File: config.mk
export PLATFORM = sky130hd
export DESIGN_NAME = fpu_cmd_seq
export DESIGN_NICKNAME = d
export VERILOG_FILES = /design/src/rtl/fpu_cmd_seq_pkg.sv /design/src/rtl/fpu_cmd_seq.sv
export SDC_FILE = /design/constraint.sdc
export NUM_CORES = 1
export LEC_CHECK = 0
export ABC_CLOCK_PERIOD_IN_PS = 1800
export BUFFER_PORTS_ARGS = -buffer_cell sky130_fd_sc_hd__buf_2
export CAP_MARGIN = 5
export CORE_MARGIN = 10
export CORE_UTILIZATION = 30
export CTS_BUF_LIST = sky130_fd_sc_hd__clkbuf_8
export DETAILED_ROUTE_END_ITERATION = 10
export MAX_ROUTING_LAYER = met4
export SLEW_MARGIN = 20
export SYNTH_ARGS = -nofsm -noshare
export SYNTH_HDL_FRONTEND = slang
export SYNTH_SLANG_ARGS = --single-unit
File: constraint.sdc
create_clock -name clock -period 1.8 [get_ports clock]
set_input_delay 0.36 -clock clock [delete_from_list [all_inputs] [get_ports clock]]
set_output_delay 0.36 -clock clock [all_outputs]
set_load 0.05 [all_outputs]
File: src/rtl/fpu_cmd_seq_pkg.sv
// rtl/fpu_cmd_seq_pkg.sv - shared types and helpers for the FP16 FPU command sequencer
package fpu_cmd_seq_pkg;

    typedef logic [15:0] fp16_t;

    typedef enum logic [2:0] {
        FPU_ADD = 3'd0,
        FPU_SUB = 3'd1,
        FPU_MUL = 3'd2,
        FPU_DIV = 3'd3,
        FPU_SHL = 3'd4,
        FPU_SHR = 3'd5
    } fpuOp_t;

    typedef struct packed {
        logic zero;
        logic neg;
        logic nan;
        logic inf;
    } condCode_t;

    typedef enum logic [1:0] {
        IDLE  = 2'd0,
        ISSUE = 2'd1,
        RESP  = 2'd2
    } seqState_t;

    localparam fp16_t FP16_QNAN = 16'h7E00;

    // Single place to enable an op once the FPU implements it.
    function automatic logic isSupportedOp(input fpuOp_t op);
        return (op == FPU_ADD) || (op == FPU_SUB);
    endfunction

endpackage

File: src/rtl/fpu_cmd_seq.sv
// rtl/fpu_cmd_seq.sv - sequences one tagged FP16 command at a time through the FPU
module fpu_cmd_seq
    import fpu_cmd_seq_pkg::*;
#(
    parameter int LATENCY = 1,
    parameter int TAG_W   = 4
) (
    input  logic             clock,
    input  logic             reset_L,
    input  logic             cmdValid,
    output logic             cmdReady,
    input  fpuOp_t           cmdOp,
    input  fp16_t            cmdA,
    input  fp16_t            cmdB,
    input  logic [TAG_W-1:0] cmdTag,
    output logic             rspValid,
    input  logic             rspReady,
    output fp16_t            rspResult,
    output condCode_t        rspCond,
    output logic [TAG_W-1:0] rspTag,
    output logic             rspErr,
    output fp16_t            fpuIn1,
    output fp16_t            fpuIn2,
    output fpuOp_t           fpuOp,
    input  fp16_t            fpuOut,
    input  condCode_t        fpuCond,
    output logic [15:0]      doneCount
);

    localparam int CNT_W = (LATENCY > 1) ? $clog2(LATENCY) : 1;

    seqState_t        state;
    seqState_t        nextState;
    logic [CNT_W-1:0] counter;
    logic [TAG_W-1:0] tagReg;
    logic             accept;
    logic             rspFire;

    assign rspValid = (state == RESP);
    assign accept   = cmdValid & cmdReady;
    assign rspFire  = rspValid & rspReady;

    always_ff @(posedge clock or negedge reset_L) begin
        if (!reset_L) begin
            state <= IDLE;
        end else begin
            state <= nextState;
        end
    end

    always_comb begin
        nextState = state;
        cmdReady  = 1'b0;
        case (state)
            IDLE: begin
                cmdReady = 1'b1;
                if (cmdValid) begin
                    nextState = isSupportedOp(cmdOp) ? ISSUE : RESP;
                end
            end
            ISSUE: begin
                if (counter == '0) begin
                    nextState = RESP;
                end
            end
            RESP: begin
                // A new command may only enter as the current response leaves.
                cmdReady = rspReady;
                if (rspReady) begin
                    if (cmdValid) begin
                        nextState = isSupportedOp(cmdOp) ? ISSUE : RESP;
                    end else begin
                        nextState = IDLE;
                    end
                end
            end
            default: nextState = IDLE;
        endcase
    end

    always_ff @(posedge clock or negedge reset_L) begin
        if (!reset_L) begin
            fpuIn1    <= '0;
            fpuIn2    <= '0;
            fpuOp     <= FPU_ADD;
            tagReg    <= '0;
            counter   <= '0;
            rspResult <= '0;
            rspCond   <= '0;
            rspTag    <= '0;
            rspErr    <= 1'b0;
            doneCount <= '0;
        end else begin
            if (accept) begin
                fpuIn1 <= cmdA;
                fpuIn2 <= cmdB;
                fpuOp  <= cmdOp;
                tagReg <= cmdTag;
                if (isSupportedOp(cmdOp)) begin
                    counter <= CNT_W'(LATENCY - 1);
                end else begin
                    rspResult <= FP16_QNAN;
                    rspCond   <= '0;
                    rspTag    <= cmdTag;
                    rspErr    <= 1'b1;
                end
            end else if (state == ISSUE) begin
                if (counter != '0) begin
                    counter <= counter - CNT_W'(1);
                end else begin
                    rspResult <= fpuOut;
                    rspCond   <= fpuCond;
                    rspTag    <= tagReg;
                    rspErr    <= 1'b0;
                end
            end
            if (rspFire) begin
                doneCount <= doneCount + 16'd1;
            end
        end
    end

endmodule
### After elaboration in Yosys (flattened, before gate mapping)

Cells that the tools add are included.

* flip-flop bits (word level): 83
* input port bits: 63
* output and inout port bits: 78

* add/sub/neg operators: 2
* equal/unequal tests: 9
* mux-type cells: 27
* bitwise logic cells: 2
* reduce and logical (&&, ||, !) cells: 7

Operator list (count)
* 16-bit 2-to-1 mux: 4
* 4-bit 2-to-1 mux: 8
* 16-bit by 1-bit adder with 16-bit output, second input constant: 1
* 2-bit 2-to-1 mux: 5
* 1-bit 2-to-1 mux: 8
* 2-bit by 1-bit != test with 1-bit output, second input constant: 3
* 2-bit != test, second input constant: 3
* 2-bit one-hot mux with 3 select lines: 1
* 3-bit AND reduction: 2
* 3-bit by 1-bit equality test with 1-bit output, second input constant: 1
* 3-bit zero test: 1
* 1-bit AND: 2
* 2-bit by 1-bit equality test with 1-bit output, second input constant: 1
* 2-bit equality test, second input constant: 1
* 2-bit zero test: 1
* 1-bit one-hot mux with 2 select lines: 1
* 2-bit AND reduction: 1
* 2-bit nonzero test: 1
* 1-bit logical OR: 1
* 1-bit subtractor, second input constant: 1

### Longest topological paths before layout

* depth in word-level cells: 6
* depth in mapped cells: 6

### Least setup slack after synthesis

No wires, ideal clock.

* kind: register -> register
* start point: reg state[1]
* end point: reg rspTag[2]
* setup time: 125 ps
* arrival: 1596 ps
* path slack: 79 ps
* cell stages (with the launch flop): 7
* buffers on the path: 2
* period minus slack after synthesis: 1721 ps
* cell sequence: dfrtp_1 -> buf_4 -> nor2b_4 -> nor3b_4 -> buf_6 -> mux2_4 -> mux2_2

* word-level cells in the longest chain between the ends: 5
* elaborated cells between the ends (all ways): 10
* those cells by class: eq/ne (4); mux (2); bitwise (1); reduce/logical (3)

Ends and longest elaborated chain
* start: declaration: line fpu_cmd_seq.sv:32 `seqState_t state;`
* start signal: assignment: line fpu_cmd_seq.sv:47 `state <= nextState;`
* 2-bit equality test or 2-bit zero test (tied branches): line fpu_cmd_seq.sv:54 `case (state)`
* 1-bit one-hot mux with 2 select lines: line fpu_cmd_seq.sv:54
* 1-bit AND: line fpu_cmd_seq.sv:40 `assign accept = cmdValid & cmdReady;`
* 2-bit != test (no line), or another cell as far along
* 3-bit AND reduction (no line)
* end signal: assignment: line fpu_cmd_seq.sv:104 `rspTag <= cmdTag;`
* end signal: assignment: line fpu_cmd_seq.sv:113 `rspTag <= tagReg;`
* end: declaration: line fpu_cmd_seq.sv:20 `output logic [TAG_W-1:0] rspTag,`

Several ways; a longest one is shown, not always the timed one.
A chain may end at the register's enable or synchronous reset.

### Worst setup path in the final report

* start point: reg state[0]
* end point: out cmdReady

* word-level cells in the longest chain between the ends: 2
* elaborated cells between the ends (all ways): 3
* those cells by class: eq/ne (1); mux (1); reduce/logical (1)

Ends and longest elaborated chain
* 2-bit equality test or 2-bit zero test (tied branches): line fpu_cmd_seq.sv:54
* 1-bit one-hot mux with 2 select lines (*): line fpu_cmd_seq.sv:54
* end: declaration: line fpu_cmd_seq.sv:11 `output logic cmdReady,`

Every way passes the cells marked *; elsewhere a longest branch is shown, timed or not.

==> results.json <==
{
  "holdWs_ps": 204,
  "via_per_inst": 4.42,
  "whs_path_depth": 2,
  "synth_cell_types": 33,
  "grt_setup_unrepaired": "no",
  "worstHoldEndpoint": "state[0]$_DFFE_PN0P_",
  "area_delta_synth_final_pct": 37.0,
  "grt_start_max_net_pins": 39,
  "tightest_slew_ps": 480,
  "setup_slack_ps": 131,
  "peakVddDrop_v": 0.000429,
  "cts_root_buffer": "clkbuf_8",
  "worstPathArrival_ps": 1310,
  "ff2ff_setup_slack_ps": 180,
  "dieArea_sq_um": 15200,
  "synth_area_per_cell_sq_um": 15.3,
  "report.final.hold_viol_count": 0,
  "place_ws_ps": 55.5,
  "startpoint_type": "flop",
  "r2r_end": "rspTag[3]$_DFFE_PN0P_",
  "slew_headroom": 0.680,
  "finalWirelength_mm": 7.91,
  "finalSetupViolations": 0,
  "max_freq_ghz": 0.599,
  "final_common_cell": "buf_2",
  "num_rows": 37,
  "io_pins": 141,
  "cp-end-kind": "primary output",
  "fin_crit_ps": 1670,
  "synth_seq_cells": 82,
  "wire_per_inst_um": 15.6,
  "drtIter0Drc": 114,
  "synthCells": 209,
  "critPathKind": "reg2out",
  "crit_path_start": "state[0]$_DFFE_PN0P_",
  "maxCapViolations": 0,
  "cts_sinks": 82,
  "path_clk_slew_ps": 80,
  "synth_area_sq_um": 3200,
  "synth_top_area_cell": "dfrtp_1",
  "clkLatencyLatePin_ps": 340,
  "critical_path_required_ps": 1440,
  "antenna_found_initial": 0,
  "io_buffers": 140,
  "grt-ovfl-total": 0,
  "final.setup_skew_ps": 13.9,
  "drive_above_1_share": 0.511,
  "synthTopCellsByArea": "dfrtp_1 (64%), mux2_1 (10%), mux2_2 (4.9%)",
  "p_per_area_nw_per_um2": 1320,
  "antenna_left": 0,
  "htreeDepth": 3,
  "r2r_start": "state[1]$_DFFE_PN0P_",
  "drv_slew": 0,
  "track_usage": 0.104,
  "gp_congestion": 0.746,
  "die_w_um": 123,
  "num-nets-final": 429,
  "num_antenna_cells": 0,
  "ys_seq_area_frac": 0.642,
  "hold_start": "cmdOp[2]",
  "grt_pass1_wl_mm": 12.1,
  "max-clock-path-buffers": 2,
  "final_core_util": 0.423,
  "die_y_um": 123,
  "min_path_type": "in2reg",
  "status": "complete, no violations",
  "synth_top_area_frac": 0.642,
  "cts_buffers": 9,
  "critPathMaxFanout": 10,
  "firstDrtPassIters": 4,
  "core-area_sq_um": 10400,
  "drc_errors": 0,
  "syn_nets": 273,
  "synth_edf_count": 0,
  "ys_warn_count": 0,
  "via_count": 2238,
  "fill_cells": 1023,
  "hpwl_mm": 6.25,
  "synthFlopType": "dfrtp_1",
  "synth-async-reset-ratio": 1.00,
  "start_util": 0.308,
  "p_leak_nw": 2.17,
  "finalCritPeriodShare": 0.927,
  "cts_tree": "yes",
  "fin_tns_setup_ps": 0,
  "grt_pass1_vias": 2391,
  "final_cell_mix": "buf_2 (138), dfrtp_1 (82), mux2_1 (29)",
  "r2r_cells": 5
}
## report_power, final
group          internal (mW)  total (mW)  switching, mW  leakage [nW]
clock                  0.965        1.62          0.657         0.127
sequential              2.13        2.31          0.180         0.999
combinational          0.500        1.84           1.34          1.04
total                   3.59        5.77           2.18          2.17
## per-layer routing
layer,share of wire,vias up,track usage
met4,0.0078,0,0.0371
li1,-,1055,-
met1,0.46,1083,0.134
met2,0.43,93,0.148
met5,0,-,-
met3,0.094,7,0.0387
## logic make-up after synthesis
group | Yosys count | synth area share
XOR/XNOR | 15 | 0.0411
flip-flops | 82 | 0.642
buffers and inverters | 8 | 0.0207
adder cells (fa/ha/maj) | 1 | 0.00391
multiplexers | 44 | 0.156
AO/OA/AOI/OAI | 25 | 0.0653
AND/OR/NAND/NOR | 34 | 0.0712
## worst max-delay path, stage by stage (launching register included)
cell,delay [ps]
dfrtp_1,490
nor2_1,210
clkbuf_4,270
## cell type report
type,instances,area (sq um),share of cell area
clock inverter,6,113,0.0257
tap,136,170,0.0388
multi-input combinational,119,1080,0.246
clock buffer,10,138,0.0314
timing repair buffer,153,831,0.190
sequential,82,2050,0.468
## sequential cells by signal (all words and copies together) (netlist names)
signal,count
doneCount,16
fpuIn1,16
fpuIn2,16
fpuOp,3
rspCond,4
rspErr,1
rspResult,16
rspTag,4
state,2
tagReg,4
## timing repair
| action | CTS | global route |
|---|---|---|
| hold buffers | 1 | 0 |
| resized for setup | 0 | 1 |
| hold endpoints to repair | 35 | 0 |
| setup buffers | 0 | 1 |
| endpoints found under the setup margin | 0 | 15 |
## worst max-delay path by stage
stage | to | slack [ps] | depth (start not counted)
finish | cmdReady | 130 | 2
global route | cmdReady | 20 | 2
CTS | fpuIn2[10]$_DFFE_PN0P_ | 40 | 3
detailed placement | fpuIn2[13]$_DFFE_PN0P_ | 60 | 3
global placement | fpuIn1[0]$_DFFE_PN0P_ | 100 | 5
floorplan | rspTag[2]$_DFFE_PN0P_ | 80 | 6
## synth_stat cells (2+ instances only)
master,instances
a22o_1,14
and4_1,2
buf_2,2
buf_6,4
dfrtp_1,82
mux2_1,29
mux2_2,14
nand2_1,5
nand2b_1,2
nand3_1,5
nand4_1,3
nor2_1,7
nor2b_1,2
o22a_1,6
xnor2_1,11
xor2_1,4
## per-stage QoR
stage                     std cells  cell area, sq um  power, mW
after global placement          488              4100       4.18
after CTS                       505              4360       5.87
after floorplan                 209              3200       3.67
final                           506              4380       5.77
after detailed placement        488              4100       4.21
after global routing            506              4380       6.07
Note: power is estimated with default switching activity, not from simulation.
